File: src/rtl/host_bus_if.sv
// host_bus_if: CPU register-bus front end driving the VRAM host port, with address auto-increment and a read prefetch register
//   clk, nrst                       dot clock, asynchronous active-low reset
//   busA, busDIn                    CPU register select and write data
//   busNCs, busNWr, busNRd          active-low bus strobes, asynchronous to clk
//   busDOut, busDOe                 CPU read data and its tri-state enable
//   hostAddr, hostWrData            VRAM host address and write data
//   hostSelect, hostRd, hostRdData  VRAM access strobe, direction (1 = read), read data one cycle after select
module host_bus_if #(
  parameter int ADDR_WIDTH  = 13,
  parameter int SYNC_STAGES = 2
) (
  input  logic                  clk,
  input  logic                  nrst,
  input  logic [1:0]            busA,
  input  logic [7:0]            busDIn,
  input  logic                  busNCs,
  input  logic                  busNWr,
  input  logic                  busNRd,
  output logic [7:0]            busDOut,
  output logic                  busDOe,
  output logic [ADDR_WIDTH-1:0] hostAddr,
  output logic [7:0]            hostWrData,
  output logic                  hostSelect,
  output logic                  hostRd,
  input  logic [7:0]            hostRdData
);
  localparam logic [1:0] IDLE = 2'd0, WRITE = 2'd1, PREFETCH = 2'd2, CAPTURE = 2'd3;
  localparam int HW = ADDR_WIDTH - 8;
  logic [SYNC_STAGES-1:0] wr_sync, rd_sync;
  logic                   wr_s, rd_s, wr_d, rd_d, wr_ev, rd_ev, ev;
  logic [1:0]             state, state_nx, cap_a, pend_a, go_a;
  logic [7:0]             cap_d, pend_d, go_d, prefetch;
  logic                   pend_v, pend_w, auto_inc, overrun, busy, idle;
  logic                   go, go_w, store, drop, ctrl_wr, data_wr, data_rd;
  logic [ADDR_WIDTH-1:0]  addr;
  assign wr_s  = wr_sync[SYNC_STAGES-1];
  assign rd_s  = rd_sync[SYNC_STAGES-1];
  assign wr_ev = wr_d & ~wr_s;
  assign rd_ev = rd_d & ~rd_s;
  assign ev    = wr_ev | rd_ev;
  assign idle  = state == IDLE;
  // A waiting pending event always has priority over a fresh one; with the
  // slot still occupied the fresh event has nowhere to go and is dropped.
  assign go      = idle & (pend_v | ev);
  assign go_w    = pend_v ? pend_w : wr_ev;
  assign go_a    = pend_v ? pend_a : cap_a;
  assign go_d    = pend_v ? pend_d : cap_d;
  assign store   = ev & ~pend_v & ~idle;
  assign drop    = ev & pend_v;
  assign ctrl_wr = go & go_w & (go_a == 2'd3);
  assign data_wr = go & go_w & (go_a == 2'd2);
  assign data_rd = go & ~go_w & (go_a == 2'd2);
  assign state_nx = state == WRITE             ? PREFETCH :
                    state == PREFETCH          ? CAPTURE  :
                    state == CAPTURE || !go    ? IDLE     :
                    go_a == 2'd2               ? (go_w ? WRITE : PREFETCH) :
                    go_w && go_a != 2'd3       ? PREFETCH : IDLE;
  always_ff @(posedge clk or negedge nrst) begin
    if (!nrst) begin
      wr_sync    <= '0;
      rd_sync    <= '0;
      wr_d       <= 1'b0;
      rd_d       <= 1'b0;
      cap_a      <= '0;
      cap_d      <= '0;
      pend_v     <= 1'b0;
      pend_w     <= 1'b0;
      pend_a     <= '0;
      pend_d     <= '0;
      state      <= IDLE;
      addr       <= '0;
      prefetch   <= '0;
      auto_inc   <= 1'b1;
      overrun    <= 1'b0;
      hostWrData <= '0;
    end else begin
      wr_sync <= SYNC_STAGES'({wr_sync, ~busNCs & ~busNWr});
      rd_sync <= SYNC_STAGES'({rd_sync, ~busNCs & ~busNRd});
      wr_d    <= wr_s;
      rd_d    <= rd_s;
      if (wr_s | rd_s) cap_a <= busA;
      if (wr_s) cap_d <= busDIn;
      if (store) {pend_v, pend_w, pend_a, pend_d} <= {1'b1, wr_ev, cap_a, cap_d};
      else if (go) pend_v <= 1'b0;
      state <= state_nx;
      if (state == WRITE || data_rd) addr <= addr + ADDR_WIDTH'(auto_inc);
      else if (go && go_w && go_a == 2'd0) addr[7:0] <= go_d;
      else if (go && go_w && go_a == 2'd1) addr[ADDR_WIDTH-1:8] <= go_d[HW-1:0];
      if (data_wr) hostWrData <= go_d;
      if (state == CAPTURE) prefetch <= hostRdData;
      if (ctrl_wr) auto_inc <= go_d[0];
      // a drop in the same cycle as a clear leaves overrun set
      overrun <= drop | (overrun & ~(ctrl_wr & go_d[7]));
    end
  end
  assign busy       = ~idle | pend_v;
  assign hostAddr   = addr;
  assign hostSelect = state == WRITE || state == PREFETCH;
  assign hostRd     = state != WRITE;
  assign busDOe     = ~busNCs & ~busNRd;
  assign busDOut    = busA == 2'd0 ? addr[7:0] :
                      busA == 2'd1 ? 8'(addr[ADDR_WIDTH-1:8]) :
                      busA == 2'd2 ? prefetch :
                      {overrun, busy, 5'b0, auto_inc};
endmodule

File: config.mk
export PLATFORM = sky130hd
export DESIGN_NAME = host_bus_if
export DESIGN_NICKNAME = d
export VERILOG_FILES = /design/src/rtl/host_bus_if.sv
export SDC_FILE = /design/constraint.sdc
export NUM_CORES = 1
export LEC_CHECK = 0
export CAP_MARGIN = 10
export CORE_ASPECT_RATIO = 0.9
export CORE_UTILIZATION = 50
export CTS_BUF_LIST = sky130_fd_sc_hd__clkbuf_8
export CTS_CLUSTER_DIAMETER = 30
export DETAILED_ROUTE_END_ITERATION = 10
export GPL_TIMING_DRIVEN = 0
export MAX_ROUTING_LAYER = met4
export PLACE_DENSITY = 0.78
export SYNTH_ARGS = -nofsm -noshare
export SYNTH_HDL_FRONTEND = slang
export SYNTH_SLANG_ARGS = --single-unit
File: constraint.sdc
create_clock -name clk -period 4.49 [get_ports clk]
set_input_delay 0.449 -clock clk [delete_from_list [all_inputs] [get_ports clk]]
set_output_delay 0.449 -clock clk [all_outputs]
set_load 0.005 [all_outputs]
### Word level (Yosys, flattened, before mapping)

Cells that the tools add are included.

| word-level totals | value |
|---|---|
| output and inout bits | 32 |
| input bits | 23 |
| word-level logic and storage cells | 91 |
| flip-flop bits (word level) | 61 |

| cells by class | value |
|---|---|
| add/sub/neg operators | 1 |
| muxes and demuxes | 18 |
| bitwise logic cells | 29 |
| reduce and logical (&&, ||, !) cells | 15 |
| equality and inequality tests | 11 |

Operator list:

| operator | number |
|---|---|
| $mux 8 | 5 |
| $and 1x1->1 | 15 |
| $mux 2 | 7 |
| $add 13x1->13 | 1 |
| $mux 13 | 1 |
| $eq 2x2->1 const B | 5 |
| $mux 5 | 2 |
| $not 1->1 | 9 |
| $eq 2x1->1 const B | 3 |
| $logic_not 2->1 | 3 |
| $reduce_bool 2->1 | 3 |
| $or 1x1->1 | 5 |
| $logic_and 1x1->1 | 4 |
| $ne 2x2->1 const B | 2 |
| $logic_or 1x1->1 | 3 |
| $mux 1 | 3 |
| $ne 2x1->1 const B | 1 |
| $reduce_and 2->1 | 1 |
| $logic_not 1->1 | 1 |

### Logic depth before layout (Yosys ltp)

Gate-level depths: netlist of run 1.

| logic depth | value |
|---|---|
| word-level depth | 11 |
| gate-level depth with buffers | 9 |

### Worst setup path after synthesis of run 1

OpenSTA, ideal clock, no wires.

| timing | value |
|---|---|
| kind | register -> register |
| start point | register state[0] |
| end point | register addr[6], in the netlist hostAddr[6] |
| required time | 4.364 ns |
| arrival | 1.815 ns |
| cell stages (with the launch flop) | 8 |
| setup slack | 2.549 ns |
| period minus slack after synthesis | 1.941 ns |
| path buffers | 1 |
| cells stage by stage | dfrtp_1 > inv_1 > ha_1 > buf_2 > a31oi_1 > a22oi_4 > mux2_1 > a221o_1 |

| on the way | value |
|---|---|
| word-level cells in the longest chain between the ends | 6 |

Ends and longest elaborated chain:

| item | line | source |
|---|---|---|
| start, declared | 31 | `logic [1:0] state, state_nx, cap_a, pend_a, go_a;` |
| start signal, assigned | 85 | `state <= state_nx;` |
| $logic_not 2->1 | 41 | `assign idle = state == IDLE;` |
| $and 1x1->1 | 44 | `assign go = idle & (pend_v \| ev);` |
| $and 1x1->1 (2 in series) | 52 | `assign data_rd = go & ~go_w & (go_a == 2'd2);` |
| $logic_or 1x1->1 | 86 | `if (state == WRITE \|\| data_rd) addr <= addr + ADDR_WIDTH'(auto_inc);` |
| $mux 13 or $reduce_bool 2->1 (tied branches) | n/a |  |
| end signal, assigned | 86 |  |
| end signal, assigned | 87 | `else if (go && go_w && go_a == 2'd0) addr[7:0] <= go_d;` |
| end signal, assigned by index | 88 | `else if (go && go_w && go_a == 2'd1) addr[ADDR_WIDTH-1:8] <= go_d[HW-1:0];` |
| end, declared | 35 | `logic [ADDR_WIDTH-1:0] addr;` |

Several ways; a longest one is shown, not always the timed one.
A chain may end at the register's enable or synchronous reset.

### Worst setup path after layout of run 1

| timing | value |
|---|---|
| start point | input busA[1] |
| end point | output busDOut[3] |

| on the way | value |
|---|---|
| word-level cells in the longest chain between the ends | 4 |

Ends and longest elaborated chain:

| item | line | source |
|---|---|---|
| start, declared | 14 | `input logic [1:0] busA,` |
| $eq 2x2->1 | 103 | `busA == 2'd2 ? prefetch :` |
| $mux 8 | 103 |  |
| $mux 8 | 102 | `busA == 2'd1 ? 8'(addr[ADDR_WIDTH-1:8]) :` |
| $mux 8 (*) | 101 | `assign busDOut = busA == 2'd0 ? addr[7:0] :` |
| end, declared | 19 | `output logic [7:0] busDOut,` |

Every way passes the cells marked *; elsewhere a longest branch is shown, timed or not.

==> out/results.ini, run 1 <==
[status]
status = completed

[placement]
dpl-instance-area_um2 = 3790
dp.cells = 411
portBuffers = 54
hpwlAfterDp_mm = 5.21
globalplace.congestion = 0.848

[worst_setup_path]
crit_arrival_ns = 2.35
critPathLaunchType = input port
crit_path_top_delay_cell = clkdlybuf4s50_1
r2r-end = hostAddr[6]
crit_type = input port to output pin
reg2reg_slack_ns = 2.32
worstPathRequired_ns = 4.04
cp_max_fo = 10
ff2ff_path_depth = 7
critPathMaxStageDelay_ns = 0.53
worstPathCellList = clkdlybuf4s50_1 > clkbuf_1 > nor2b_1 > nand2_1 > o21ai_0 > clkdlybuf4s50_1
critPathCaptureType = output pin
r2r-start = state[0]
path_common_cell = clkdlybuf4s50_1

[worst_hold_path]
hold_path_class = input port to asynchronous set/reset pin

[yosys]
syn-cell-area_um2 = 3150
synthTopCellsByArea = dfrtp_1 (48%), mux2_2 (13%), mux2i_1 (4.8%), nand2_1 (3.3%), o21ai_0 (2.9%)
syn-num-nets = 313
synth_cell_types = 50
synth.top_cell.area_share_pct = 47.7
synth-async-reset-ratio_pct = 100
syn_area_per_cell_um2 = 11.1
yosysWarnings = 0
synth_seq_cells = 61
synth_edf_count = 0
yosysTopAreaCell = dfrtp_1
seq_area_frac_synth_pct = 48.6
ys.flop_type = dfrtp_1
syn_inst = 284

[cts]
holdBufCountCts = 0
h-tree-depth = 3
cts_tree = yes
post_cts_buffers = 0
cts_num_sinks = 61
clockBufferDepth = 2
cts_buffers = 9
root_buffer = clkbuf_8
path_clk_slew_ns = 0.07
ctsResizeCount = 0
clkLatencyLatePin_ns = 0.35

[floorplan]
boundaryPins = 55
start_util_pct = 51.7
die_w_um = 85.6
core_um2 = 6080
dieArea_um2 = 6610
num_rows = 27
die_y_um = 77.2

[timing]
fin_crit_ns = 2.79
timing.fmax_mhz = 358
tightestPinTransition_ns = 0.704
relSlewSlack_pct = 53.1
rsz0062_at_grt = no
skew_ns = 0.00874
finalSetupTns_ns = 0
setup_viol = 0
post-route-period-util_pct = 62.2
final-hold-violation-count = 0
finalMaxSlewViolations = 0

[global_route]
grtUsageTotal_pct = 25.0
grt_max_degree = 32
grt_pass1_wl_mm = 12.1
grt_pass1_vias = 2489
grt_overflow = 0
antenna_found_initial = 0

[layout]
drive_above_1_share_pct = 20.0
final_area_um2 = 3970
diodes = 0
area_delta_synth_final_pct = 26.1
nets = 379
final_core_util_pct = 65.2
fin_cells = 427

[detailed_routing]
via_per_inst = 5.87
routed.top_layer = met4
avgRoutedWirePerCell_um = 16.9
num_vias = 2505
wirelength_mm = 7.21
wl_met2_mm = 3.38
dr.pass1.iters = 4
drc_errors = 0
dr_wl_met3_um = 546
drtIter0Drc = 213
wl_met1_mm = 3.15
ant_nets = 0

[power_and_ir_drop]
finalPower_mw = 2.35
power_leakage_nw = 1.70
power_density_nw_per_um2 = 593
ir_drop_mv = 0.294

[job]
cap_violations = 0

==> Yosys cell counts (4+ instances only) <==
| master | number |
|---|---|
| buf_2 | 4 |
| dfrtp_1 | 60 |
| mux2_2 | 35 |
| mux2i_1 | 15 |
| clkbuf_1 | 4 |
| ha_1 | 6 |
| nor2_1 | 17 |
| inv_1 | 9 |
| nand2b_1 | 4 |
| a21oi_1 | 9 |
| nand2_1 | 28 |
| nor3_1 | 7 |
| o21ai_0 | 18 |
| and3_1 | 6 |
| o21a_1 | 4 |
| buf_6 | 4 |
| nand3_1 | 6 |
==> area by class of cell <==
cell class	instances	area (um^2)
fill	493	2110
buffer	14	91.3
multi-input combinational	200	1490
clock buffer	9	124
clock inverter	7	51.3
timing repair buffer	55	556
tap	72	90.1
inverter	9	33.8
sequential	61	1530
==> how the worst max path moves through the flow <==
stage | depth (start not counted) | to | slack [ns] | from
2_1_floorplan | 7 | hostAddr[6] | 2.55 | state[0]
3_3_place_gp | 1 | cap_d[3] | 1.02 | nrst
3_5_place_dp | 6 | busDOut[1] | 1.71 | busA[1]
4_1_cts | 6 | busDOut[1] | 1.70 | busA[1]
5_1_grt | 6 | busDOut[1] | 1.56 | busA[1]
6_report | 6 | busDOut[3] | 1.70 | busA[1]
==> state kept, by name, summed over array words and instances (netlist names), 2 cells and up <==
| name | count |
|---|---|
| cap_a | 2 |
| rd_sync | 2 |
| cap_d | 8 |
| prefetch | 8 |
| pend_a | 2 |
| hostWrData | 8 |
| state | 2 |
| wr_sync | 2 |
| pend_d | 8 |
| hostAddr | 13 |
==> worst max-delay path, delay by kind of cell <==
kind                   cells  cell delay, ns
buffers and inverters      3            1.38
AOI/OAI and AO/OA          1            0.09
and+or+nand+nor            2            0.42
==> routing by layer <==
| layer | track usage (%) | up-vias |
|---|---|---|
| li1 | - | 1166 |
| met3 | 8.61 | 12 |
| met1 | 31.3 | 1222 |
| met5 | - | - |
| met4 | 7.67 | 0 |
| met2 | 38.3 | 105 |
==> placed cells by master (no fill, tap or decap), types with 3 or more instances in the layout <==
cell and instances:
a21oi_1 9, a32oi_1 3, and3_1 6, buf_2 5, buf_6 4, clkbuf_1 4, clkbuf_8 9, clkdlybuf4s50_1 53
dfrtp_1 60, ha_1 6, inv_1 9, mux2_2 35, mux2i_1 15, nand2_1 28, nand2b_1 4, nand3_1 6
nand3b_1 3, nor2_1 17, nor2b_1 3, nor3_1 7, o21a_1 4, o21ai_0 18
==> per-stage QoR <==
step	setup WS, ns	hold WS (ns)
after global routing	1.56	0.184
after global placement	1.02	0.332
after floorplan	2.55	0.153
after CTS	1.70	0.168
after detailed placement	1.71	0.337
final	1.70	0.150
==> power by group <==
part           switching, mW  internal, mW
Combinational          0.420         0.553
Sequential             0.190         0.756
Clock                  0.232         0.201
==> cells by family (layout without fill, tap and decap cells) <==
group,after synthesis,after routing,share of synthesized area (%)
AO/OA/AOI/OAI,55,55,12.3
AND/OR/NAND/NOR,86,86,14.1
flip-flops,61,61,48.6
multiplexers,53,53,18.7
buffers and inverters,23,94,3.98
adder cells (fa/ha/maj),6,6,2.39
Power figures use the tool's default switching activity.
==> run 2, diff against run 1 <==
clock period = 2.9 ns   (was 4.49 ns; I/O delays follow)
==> results of run 2 <==
The final DEF is identical to that of run 1. Status: finished with violations: negative hold slack.
Among the figures that moved: setup slack after placement 1.71 ns -> 0.434 ns; setup slack after layout 1.70 ns -> 0.424 ns; hold slack 0.150 ns -> -0.00867 ns; number of hold violations in the final report 0 -> 15; register-to-register setup slack 2.32 ns -> 0.73 ns; total power 2.35 mW -> 3.64 mW; worst IR drop on VDD 0.294 mV -> 0.455 mV
